### src/rtl/uart_tx_arbiter.sv
// rtl/uart_tx_arbiter.sv - round-robin UART TX byte arbiter with per-line locking
module uart_tx_arbiter #(
    parameter int          NumReq        = 4,
    parameter int          TimeoutCycles = 1024,
    parameter logic [7:0]  LineTerm      = 8'h0A,
    localparam int         IdW           = (NumReq > 1) ? $clog2(NumReq) : 1
) (
    input  logic                  clk_i,
    input  logic                  rst_ni,
    input  logic [NumReq-1:0]     req_valid_i,
    input  logic [NumReq*8-1:0]   req_data_i,
    output logic [NumReq-1:0]     req_ready_o,
    output logic                  tx_valid_o,
    output logic [7:0]            tx_data_o,
    input  logic                  tx_ready_i,
    output logic [NumReq-1:0]     grant_o,
    output logic [IdW-1:0]        owner_o,
    output logic                  busy_o,
    output logic                  timeout_o
);

    localparam int              CntW    = $clog2(TimeoutCycles);
    localparam logic [IdW-1:0]  LastId  = IdW'(NumReq - 1);
    localparam logic [IdW:0]    NumReqW = (IdW + 1)'(NumReq);
    localparam logic [CntW-1:0] CntLast = CntW'(TimeoutCycles - 1);

    typedef enum logic {S_IDLE, S_LOCKED} state_t;

    state_t          r_state;
    state_t          w_state_next;
    logic [IdW-1:0]  r_owner;
    logic [IdW-1:0]  r_rr_ptr;
    logic [CntW-1:0] r_idle_cnt;
    logic            r_timeout;

    logic [IdW:0]    w_idx;
    logic [IdW-1:0]  w_sel;
    logic [IdW-1:0]  w_next_ptr;
    logic            w_found;
    logic            w_own_valid;
    logic [7:0]      w_own_data;
    logic            w_hs;
    logic            w_term;
    logic            w_tmo;

    // Walk from the highest offset down so the request nearest rr_ptr wins.
    always_comb begin
        w_found = 1'b0;
        w_sel   = '0;
        w_idx   = '0;
        for (int i = NumReq - 1; i >= 0; i--) begin
            w_idx = {1'b0, r_rr_ptr} + (IdW + 1)'(i);
            if (w_idx >= NumReqW) begin
                w_idx = w_idx - NumReqW;
            end
            if (req_valid_i[w_idx[IdW-1:0]]) begin
                w_found = 1'b1;
                w_sel   = w_idx[IdW-1:0];
            end
        end
    end

    assign w_own_valid = req_valid_i[r_owner];
    assign w_own_data  = req_data_i[{r_owner, 3'b000} +: 8];
    assign w_hs        = (r_state == S_LOCKED) && w_own_valid && tx_ready_i;
    assign w_term      = w_hs && (w_own_data == LineTerm);
    // Only an absent owner byte can time out, so stalls never drop the lock.
    assign w_tmo       = (r_state == S_LOCKED) && !w_own_valid && (r_idle_cnt == CntLast);
    assign w_next_ptr  = (r_owner == LastId) ? '0 : r_owner + IdW'(1);

    always_ff @(posedge clk_i or negedge rst_ni) begin
        if (!rst_ni) begin
            r_state <= S_IDLE;
        end else begin
            r_state <= w_state_next;
        end
    end

    always_comb begin
        w_state_next = r_state;
        case (r_state)
            S_IDLE:   if (w_found)          w_state_next = S_LOCKED;
            S_LOCKED: if (w_term || w_tmo)  w_state_next = S_IDLE;
            default:                        w_state_next = S_IDLE;
        endcase
    end

    always_comb begin
        tx_valid_o  = 1'b0;
        tx_data_o   = '0;
        req_ready_o = '0;
        grant_o     = '0;
        busy_o      = 1'b0;
        owner_o     = '0;
        if (r_state == S_LOCKED) begin
            tx_valid_o           = w_own_valid;
            tx_data_o            = w_own_data;
            req_ready_o[r_owner] = tx_ready_i;
            grant_o[r_owner]     = 1'b1;
            busy_o               = 1'b1;
            owner_o              = r_owner;
        end
    end

    always_ff @(posedge clk_i or negedge rst_ni) begin
        if (!rst_ni) begin
            r_owner    <= '0;
            r_rr_ptr   <= '0;
            r_idle_cnt <= '0;
            r_timeout  <= 1'b0;
        end else begin
            r_timeout <= w_tmo;
            if (r_state == S_IDLE) begin
                if (w_found) begin
                    r_owner    <= w_sel;
                    r_idle_cnt <= '0;
                end
            end else begin
                if (w_hs) begin
                    r_idle_cnt <= '0;
                end else if (!w_own_valid) begin
                    r_idle_cnt <= r_idle_cnt + CntW'(1);
                end
                if (w_term || w_tmo) begin
                    r_rr_ptr <= w_next_ptr;
                end
            end
        end
    end

    assign timeout_o = r_timeout;

endmodule
### config.mk
export PLATFORM = sky130hd
export DESIGN_NAME = uart_tx_arbiter
export DESIGN_NICKNAME = d
export VERILOG_FILES = /design/src/rtl/uart_tx_arbiter.sv
export SDC_FILE = /design/constraint.sdc
export NUM_CORES = 1
export LEC_CHECK = 0
export ABC_AREA = 0
export BUFFER_PORTS_ARGS = -buffer_cell sky130_fd_sc_hd__buf_2
export CAP_MARGIN = 20
export CORE_UTILIZATION = 30
export DETAILED_ROUTE_END_ITERATION = 16
export PLACE_DENSITY = 0.57
export SYNTH_ARGS = -nofsm -noshare
export SYNTH_HDL_FRONTEND = slang
export SYNTH_SLANG_ARGS = --single-unit
### constraint.sdc
create_clock -name clk_i -period 4.8 [get_ports clk_i]
set_clock_uncertainty 0.1 [all_clocks]
set_input_delay 0.24 -clock clk_i [delete_from_list [all_inputs] [get_ports clk_i]]
set_output_delay 0.24 -clock clk_i [all_outputs]
set_load 0.02 [all_outputs]
# Yosys cells after proc, flatten, opt, wreduce, memory -nomap -nowiden
# Index checks and enable logic that the tools add are counted.
[totals] output_inout_bits=21 in_bits=39 elab_cells=81 register_bits=16
[op_classes] mux=38 n_shift=1 n_bitwise=2 order_cmp=10 eq_ne=4 reduce_logical=12 add_sub_neg=9
[op_table] op="$mux 10" count=4
[op_table] op="$shiftx 32x6->8" count=1
[op_table] op="$mux 2" count=10
[op_table] op="$lt 2x3->1 const B" count=5
[op_table] op="$mux 1" count=14
[op_table] op="$add 10x1->10 const B" count=1
[op_table] op="$bmux 1 s2" count=5
[op_table] op="$eq 10x10->1 const B" count=1
[op_table] op="$ge 3x3->1 const B" count=3
[op_table] op="$eq 8x4->1 const B" count=1
[op_table] op="$mux 4" count=2
[op_table] op="$mux 8" count=1
[op_table] op="$sub 2x1->2 const B" count=4
[op_table] op="$add 2x2->3 const B" count=2
[op_table] op="$logic_and 1x1->1" count=6
[op_table] op="$reduce_and 2->1" count=3
[op_table] op="$and 4x4->4" count=1
[op_table] op="$add 2x1->3 const B" count=1
[op_table] op="$ge 2x3->1 const B" count=1
[op_table] op="$ne 3x2->1 const B" count=1
[op_table] op="$add 2x1->2 const B" count=1
[op_table] op="$demux 1 s2" count=1
[op_table] op="$eq 2x2->1 const B" count=1
[op_table] op="$ge 2x1->1 const B" count=1
[op_table] op="5 further kinds" count=5

# Longest topological paths before layout
# Gate-level depths: netlist (run 1).
[logic_depth] depth_word=11 mapped_depth=7

# Worst setup path before layout (run 1)
# OpenSTA, ideal clock, no wires.
[synth_path] path_kind="register to register" startpoint="register r_owner[0]" endpoint="register r_rr_ptr[0]" path_buffers=1 arrival_ns=1.847 setup_time_ns=0.128 required_ns=4.572 stages_incl_launch_ff=6 slack_ns=2.725 synth_period_minus_slack_ns=2.075 path_cell_list="dfrtp_1 -> buf_6 -> mux4_2 -> nor4b_1 -> a21oi_1 -> mux2_1"
[synth_via] elab_chain_cells=7 word_cells_on_any_way=15 cone_classes="add/sub: 1; eq/ne: 2; shift: 1; mux: 3; reduce/logical: 8"
[synth_rtl] item="from (decl)" line_no="31" text="logic [IdW-1:0] r_owner;"
[synth_rtl] item="from (signal assigned)" line_no="115" text="r_owner <= w_sel;"
[synth_rtl] item="branches (longest 7 deep; another with $shiftx 32x6->8)"
[synth_rtl] item="to (signal assigned)" line_no="125" text="r_rr_ptr <= w_next_ptr;"
[synth_rtl] item="to (decl)" line_no="32" text="logic [IdW-1:0] r_rr_ptr;"
# Several ways; the timed one is not identified. The select of a mux whose other input is x is not followed.
# A chain may end at the register's enable or synchronous reset.

# Worst setup path in the final report (run 1)
[layout_path] startpoint="register r_owner[1]" endpoint="register r_rr_ptr[1]"
[layout_via] elab_chain_cells=7 word_cells_on_any_way=15 cone_classes="add/sub: 1; eq/ne: 2; shift: 1; mux: 3; reduce/logical: 8"
[layout_rtl] item="$bmux 1 s2" line_no="63" text="assign w_own_valid = req_valid_i[r_owner];"
[layout_rtl] item="$mux 1 (implied by the code)" line_no="63"
[layout_rtl] item="$logic_not 1->1"
[layout_rtl] item="$logic_and 1x1->1 (2 in a row)" line_no="68" text="assign w_tmo = (r_state == S_LOCKED) && !w_own_valid && (r_idle_cnt == CntLast);"
[layout_rtl] item="via w_tmo" line_no="44" text="logic w_tmo;"
[layout_rtl] item="$logic_or 1x1->1" line_no="124" text="if (w_term || w_tmo) begin"
[layout_rtl] item="$reduce_and 2->1 (no line)"
# The timed path passes the listed nets, and every way through them passes these cells. The select of a mux whose other input is x is not followed.

==> metrics.md, run 1 <==
| Metric | Value |
|---|---|
| Kind of critical path | `flip-flop to flip-flop` |
| Critical Path Source | `r_owner[1]` |
| Lkg Pwr | `0.790 nW` |
| Layout cells sized above 1 | `37.8%` |
| Setup TNS | `0 ns` |
| Core Rows | `23` |
| Initial DRC Count | `58` |
| Max Freq | `394 MHz` |
| Synthesized cell area | `1350 um^2` |
| Max-slew headroom | `36.9%` |
| # clock sinks | `16` |
| WP data required | `4.83 ns` |
| Min Tclk post-route | `2.54 ns` |
| Global-route wire length before repair | `5470 um` |
| Post-DP HPWL | `2540 um` |
| Sequential share of the synthesized area | `29.8%` |
| Critical Path Sink Type | `flip-flop` |
| Total global-route track usage | `16.2%` |
| Grt ovf | `0` |
| I/O Buffers | `59` |
| Syn_nets | `182` |
| CTS tree | `built` |
| Run status | `completed` |
| Avg WL per Cell | `13.7 um` |
| Drt drc | `0` |
| Final-stage net count | `239` |
| Die Span Y | `69.0 um` |
| Antenna cells | `0` |
| Period utilisation layout | `52.9%` |
| WL final | `3330 um` |
| Crit path max fanout | `16` |
| Cells after synthesis | `138` |
| Vias in the first global route | `1103` |
| Remaining antenna violation count | `0` |
| Pins Over Slew Limit | `0` |
| CTS root buf | `clkbuf_8` |
| Reg-to-reg critical path startpoint | `r_owner[1]` |
| Number of synthesis warnings | `0` |
| Die W | `69.0 um` |
| Maximum vdd drop | `100 uV` |
| Inserted Clock Buffers | `3` |
| Cell Pwr Density | `254 nW/um^2` |
| Worst-path clk slew | `0.06 ns` |
| Seq cells post-synth | `16` |
| Via density | `5.10` |
| Total power | `0.434 mW` |
| Critical path data arrival time | `2.57 ns` |
| Ports | `60` |
| Final setup viols | `0` |
| 1st-pass router iterations | `4` |
| Max-Cap Viols | `0` |
| Initial antenna violation count | `0` |
| Least-Margin Pin Slew | `0.944 ns` |
| Starting density of the core | `32.5%` |
| CP Launch Type | `flip-flop` |
| Netlist cell types | `35` |
| Syn_area_per_cell | `9.75 um^2` |
| Hold path startpoint | `req_valid_i[3]` |
| Placer Congestion | `0.829` |
| Fillers | `439` |
| RSZ-0062 raised after global routing | `false` |
| Clock Path Buffers | `2` |
| DR vias | `1240` |
| Pin count of the biggest net entering global routing | `36` |
| H-tree depth | `1` |
| Clock Latency Late Sink | `0.25 ns` |
| Final-report hold violation count | `0` |
| Die area | `4760 um^2` |
| CORE AREA | `4140 um^2` |
| HP Class | `primary input to flip-flop` |
| Area Growth Syn to Fin | `27.1%` |
cell families (layout without fill, tap and decap cells):
group	after synthesis	after routing	synth area share [%]
buf+inv	13	68	4.74
fa+ha+maj	5	5	4.65
compound gates	33	33	17.8
simple gates	56	56	23.6
xor+xnor	3	3	1.95
flops	16	16	29.8
mux	12	12	17.5
per-layer routing:
metal / share of wire [%] / GRT usage, % / routed length [um]
met5: 0 / 0 / 0
met4: 0.78 / 4.34 / 26
met3: 4.5 / 4.61 / 150
met2: 47 / 24.3 / 1580
met1: 47 / 22.4 / 1570
metrics by stage:
step | cells | worst slack [ns] | hold slack (ns) | cell area, um^2 | utilization (%)
finish | 243 | 2.26 | 0.265 | 1710 | 41.2
global placement | 239 | 2.29 | 0.0774 | 1660 | 40.0
floorplan | 138 | 2.73 | -0.156 | 1350 | -
CTS | 243 | 2.24 | 0.262 | 1710 | 41.2
global route | 243 | 2.10 | 0.298 | 1710 | 41.2
detailed placement | 239 | 2.23 | 0.0803 | 1660 | 40.0
path summary, 6_finish.rpt:
kind | end | slack [ns] | cells past startpoint
min | r_owner[1] | 0.27 | 3
min in group asynchronous | r_idle_cnt[9] | 0.33 | 2
max in group asynchronous | r_owner[1] | 4.00 | 2
max | r_rr_ptr[1] | 2.26 | 5
max reg2reg | r_rr_ptr[1] | 2.26 | 5
min reg2reg | r_rr_ptr[0] | 0.45 | 1
sequential cells by signal (all words and copies together) (netlist names):
| register | cells |
|---|---|
| r_idle_cnt | 10 |
| r_owner | 2 |
| r_rr_ptr | 2 |
| r_state | 1 |
| timeout_o | 1 |
final cells by class:
cell class	count	area (um^2)	area share, %
sequential	16	400	23.4
tap	50	62.6	3.66
inverter	5	18.8	1.10
clock buffer	3	41.3	2.42
timing repair buffer	60	305	17.9
multi-input combinational	109	881	51.5
synth_stat cells:
cell type / instances / area [um^2]
nand3_1: 5 / 25.0
a31oi_1: 2 / 12.5
nor3_1: 1 / 5.00
o211ai_1: 2 / 15.0
a21oi_1: 4 / 20.0
mux2i_1: 1 / 10.0
ha_1: 5 / 62.6
mux4_2: 9 / 203
o31ai_1: 3 / 22.5
nand2_1: 9 / 33.8
nand4_1: 1 / 6.26
inv_1: 5 / 18.8
a211oi_1: 1 / 7.51
a22o_1: 6 / 52.6
o21ai_0: 10 / 50.1
nor4b_1: 1 / 8.76
xnor2_1: 3 / 26.3
buf_6: 2 / 22.5
dfrtp_1: 16 / 400
clkbuf_1: 6 / 22.5
and4_1: 1 / 8.76
and3_1: 5 / 31.3
o221ai_1: 1 / 8.76
nor4_1: 2 / 12.5
o21bai_1: 1 / 7.51
nand2b_1: 3 / 18.8
nor2b_1: 3 / 18.8
nand3b_1: 1 / 7.51
nor2_1: 7 / 26.3
o21a_1: 2 / 15.0
nor3b_1: 1 / 7.51
and2_1: 15 / 93.8
nor2b_4: 1 / 13.8
mux2_1: 2 / 22.5
a2111oi_4: 1 / 27.5
worst max-delay path, stage by stage, from the launching register on:
cell and delay (ns):
dfrtp_1 0.65, mux4_2 0.72, nor3_1 0.28, and4_1 0.26, a21oi_1 0.09, mux2_1 0.33
layout by cell type, fill, tap and decap left out, types with 2 or more instances in the layout:
| cell | netlist | layout |
|---|---|---|
| a21oi_1 | 4 | 4 |
| a22o_1 | 6 | 6 |
| a31oi_1 | 2 | 2 |
| and2_1 | 15 | 15 |
| and3_1 | 5 | 5 |
| buf_2 | 0 | 59 |
| clkbuf_8 | 0 | 3 |
| dfrtp_1 | 16 | 16 |
| ha_1 | 5 | 5 |
| inv_1 | 5 | 5 |
| mux2_1 | 2 | 2 |
| mux4_2 | 9 | 9 |
| nand2_1 | 9 | 9 |
| nand2b_1 | 3 | 3 |
| nand3_1 | 5 | 5 |
| nor2_1 | 7 | 7 |
| nor2b_1 | 3 | 3 |
| nor4_1 | 2 | 2 |
| o211ai_1 | 2 | 2 |
| o21a_1 | 2 | 2 |
| o21ai_0 | 10 | 10 |
| o31ai_1 | 3 | 3 |
| xnor2_1 | 3 | 3 |
report_power, final:
| part | switching, mW | internal, mW |
|---|---|---|
| Sequential | 0.0263 | 0.148 |
| Combinational | 0.0809 | 0.0801 |
| Clock | 0.0430 | 0.0556 |
| Total | 0.150 | 0.284 |
repair_timing:
action                                 CTS  global route
setup endpoints to repair                0             0
resized for setup                        0             0
endpoints found under the hold margin   16             0
hold buffers                             1             0
setup buffers                            0             0
No activity file was read; power rests on OpenSTA's default activity.
==> inputs of run 2 (changes only) <==
- ABC_AREA: 0 -> 1
- PLACE_DENSITY: 0.57 -> 0.55
- clock period: 4.8 -> 2.6 ns (I/O delays scaled with it)
==> run 2 against run 1 <==
Net effect:
- register-to-register slack got worse by 1.6 ns
- first-iteration DRC count fell by 16%
- power rose to 4.5 times the previous value
- die area rose by 21%
- setup slack got worse by 1.6 ns
- global-route usage rose by 0.22 points
- flip-flop and latch count did not move
- critical path depth rose by 1
- clock-buffer cell count did not move
- final cell count rose by 69%
- sequential share of layout area fell by 3.7 points
- clock power rose by 92%
==> metrics.md, run 2 <==
| Metric | Value |
|---|---|
| Fillers | `574` |
| Clock Latency Late Sink | `0.25 ns` |
| Remaining antenna violation count | `0` |
| Clock power frac | `9.7%` |
| Non-Filler Instances | `411` |
| Commonest non-fill, non-tap cell in the layout | `nand2_1` |
| Largest stage delay, worst path | `0.53 ns` |
| Netlist cell types | `29` |
| Grt ovf | `0` |
| Most frequent cells in the layout | `nand2_1 (117), buf_2 (59), nand3_1 (36)` |
| Placer Congestion | `0.801` |
| Biggest regs | `r_idle_cnt (10), r_owner (2), r_rr_ptr (2)` |
| Crit path max fanout | `20` |
| Pins Over Slew Limit | `0` |
| Area Growth Syn to Fin | `23.9%` |
| Via density | `4.52` |
| CTS tree | `built` |
| P_int | `0.851 mW` |
| Maximum vdd drop | `490 uV` |
| Vias in the first global route | `1730` |
| Buffers & Inverters on Critical Path | `2` |
| Min Tclk post-route | `1.96 ns` |
| Cell Pwr Density | `957 nW/um^2` |
| Reg2reg end | `r_idle_cnt[5]` |
| CP Launch Type | `flip-flop` |
| Critical Path Sink Type | `primary output` |
| Design area | `2030 um^2` |
| Period utilisation layout | `75.2%` |
| Global-route wire length before repair | `7330 um` |
| Number of synthesis warnings | `0` |
| WHS | `0.217 ns` |
| Kind of critical path | `flip-flop to primary output` |
| Count leader, synth | `nand2_1` |
| Max-Cap Viols | `0` |
| Final-stage net count | `387` |
| Final setup viols | `0` |
| Initial DRC Count | `49` |
| WL final | `4260 um` |
| H-tree depth | `1` |
| Critical Path Source | `r_owner[0]` |
| Setup slack, reg-to-reg | `0.65 ns` |
| Max Freq | `511 MHz` |
| Cells after synthesis | `284` |
| Critical path data arrival time | `1.73 ns` |
| Worst reg2reg path depth | `8` |
| Ports | `60` |
| Least-Margin Pin Slew | `0.426 ns` |
| Syn_area_per_cell | `5.76 um^2` |
| Initial antenna violation count | `0` |
| Critical path's slowest cell | `dfrtp_1` |
| Sw Ratio | `56.1%` |
| Die area | `5750 um^2` |
| Syn_nets | `328` |
| Synthesized cell area | `1640 um^2` |
| EDFF count, synth | `0` |
| Post-synth top cells | `nand2_1 (117), nand3_1 (36), inv_1 (34)` |
| Final Util | `39.2%` |
| Largest delay contributor family on the critical path | `flip-flops` |
| Biggest register | `r_idle_cnt` |
| Die W | `75.8 um` |
| Final-report hold violation count | `0` |
| Post-synth top area share | `26.9%` |
| Worst-path clk slew | `0.07 ns` |
| Synth top area cells | `nand2_1 (27%), dfrtp_1 (24%), nand3_1 (11%)` |
| Setup TNS | `0 ns` |
| Pin count of the biggest net entering global routing | `21` |
| Max-slew headroom | `71.5%` |
| Drt drc | `0` |
| Switching power | `1.09 mW` |
| Clock Path Buffers | `2` |
| Core Rows | `26` |
| Lkg Pwr | `1.22 nW` |
| Max reg flops | `10` |
| RSZ-0062 raised after global routing | `false` |
| Layout cells sized above 1 | `23.8%` |
| Die Span Y | `75.8 um` |
| # clock sinks | `16` |
| Sequential share of power | `19.8%` |
| Comb pwr share | `70.5%` |
| Synth Flop Type | `dfrtp_1` |
| Antenna cells | `0` |
| Asr flop ratio synth | `100%` |
| I/O Buffers | `59` |
| Seq cells post-synth | `16` |
| 1st-pass router iterations | `4` |
| CORE AREA | `5170 um^2` |
| WP data required | `2.37 ns` |
| Most used cell, CP | `nand2_1` |
| HP Class | `primary input to async pin` |
| CTS resizes | `0` |
| Run status | `completed` |
| Inserted Clock Buffers | `3` |
| Starting density of the core | `31.6%` |
| Path length in cells of the critical path | `6` |
| Post-DP HPWL | `3410 um` |
| Total global-route track usage | `16.4%` |
| Crit path to | `tx_valid_o` |
| Reg-to-reg critical path startpoint | `r_owner[0]` |
| Cell taking the most area after synthesis | `nand2_1` |
| DR vias | `1856` |
| Inst Count DP | `407` |
| CTS root buf | `clkbuf_8` |
| Sequential share of the synthesized area | `24.5%` |
| Crit-path cells | `inv_2 > nand2_1 > nand3_1 > nand2_1 > nor2_2 > buf_2` |
| Avg WL per Cell | `10.4 um` |
| Dpl cell area | `1980 um^2` |
## run 2: timing repair
item,CTS,global route
endpoints found under the setup margin,0,0
setup buffers,0,0
endpoints found under the hold margin,16,0
hold buffers,1,0
## run 2: kinds of logic after synthesis
family,count (synthesis),share of synthesized area [%]
flip-flops,16,24.5
buffers and inverters,47,12.9
XOR/XNOR,1,0.536
adder cells (fa/ha/maj),5,3.83
AO/OA/AOI/OAI,17,5.97
AND/OR/NAND/NOR,198,52.3
## run 2: metal layers
layer / GRT usage, % / share of wire (%)
met3: 2.65 / 3.4
met2: 30.9 / 51
met1: 19.3 / 45
met5: 0 / 0
met4: 3.50 / 0.59
## run 2: worst min-delay path by stage
stage                         end  startpoint  cells past startpoint  slack, ns
floorplan           r_idle_cnt[0]      rst_ni                      0      -0.27
global placement    r_idle_cnt[7]      rst_ni                      1      -0.03
detailed placement  r_idle_cnt[4]      rst_ni                      1      -0.03
CTS                 r_idle_cnt[7]      rst_ni                      2       0.23
global route        r_idle_cnt[7]      rst_ni                      2       0.28
finish              r_idle_cnt[7]      rst_ni                      2       0.22
## run 2: power by group through the flow
stage / Clock [mW] / Combinational [mW] / Sequential, mW
3_3_place_gp: 0 / 1.39 / 0.387
2_1_floorplan: 0 / 1.05 / 0.364
4_1_cts: 0.193 / 1.39 / 0.384
5_1_grt: 0.204 / 1.55 / 0.397
6_report: 0.189 / 1.37 / 0.384
3_5_place_dp: 0 / 1.38 / 0.388
## run 2: area by class of cell
class	instances	area [um^2]	area share (%)
Clock buffer	3	41.3	2.04
Inverter	38	145	7.16
Timing Repair Buffer	63	328	16.2
Multi-Input combinational cell	221	1020	50.6
Tap cell	70	87.6	4.32
Sequential cell	16	400	19.8
## run 2: stage by stage
step                      worst slack [ns]  power, mW
after detailed placement             0.600       1.77
after CTS                            0.589       1.97
after global routing                 0.306       2.15
after global placement               0.678       1.78
after floorplan                      0.910       1.42
final                                0.645       1.94
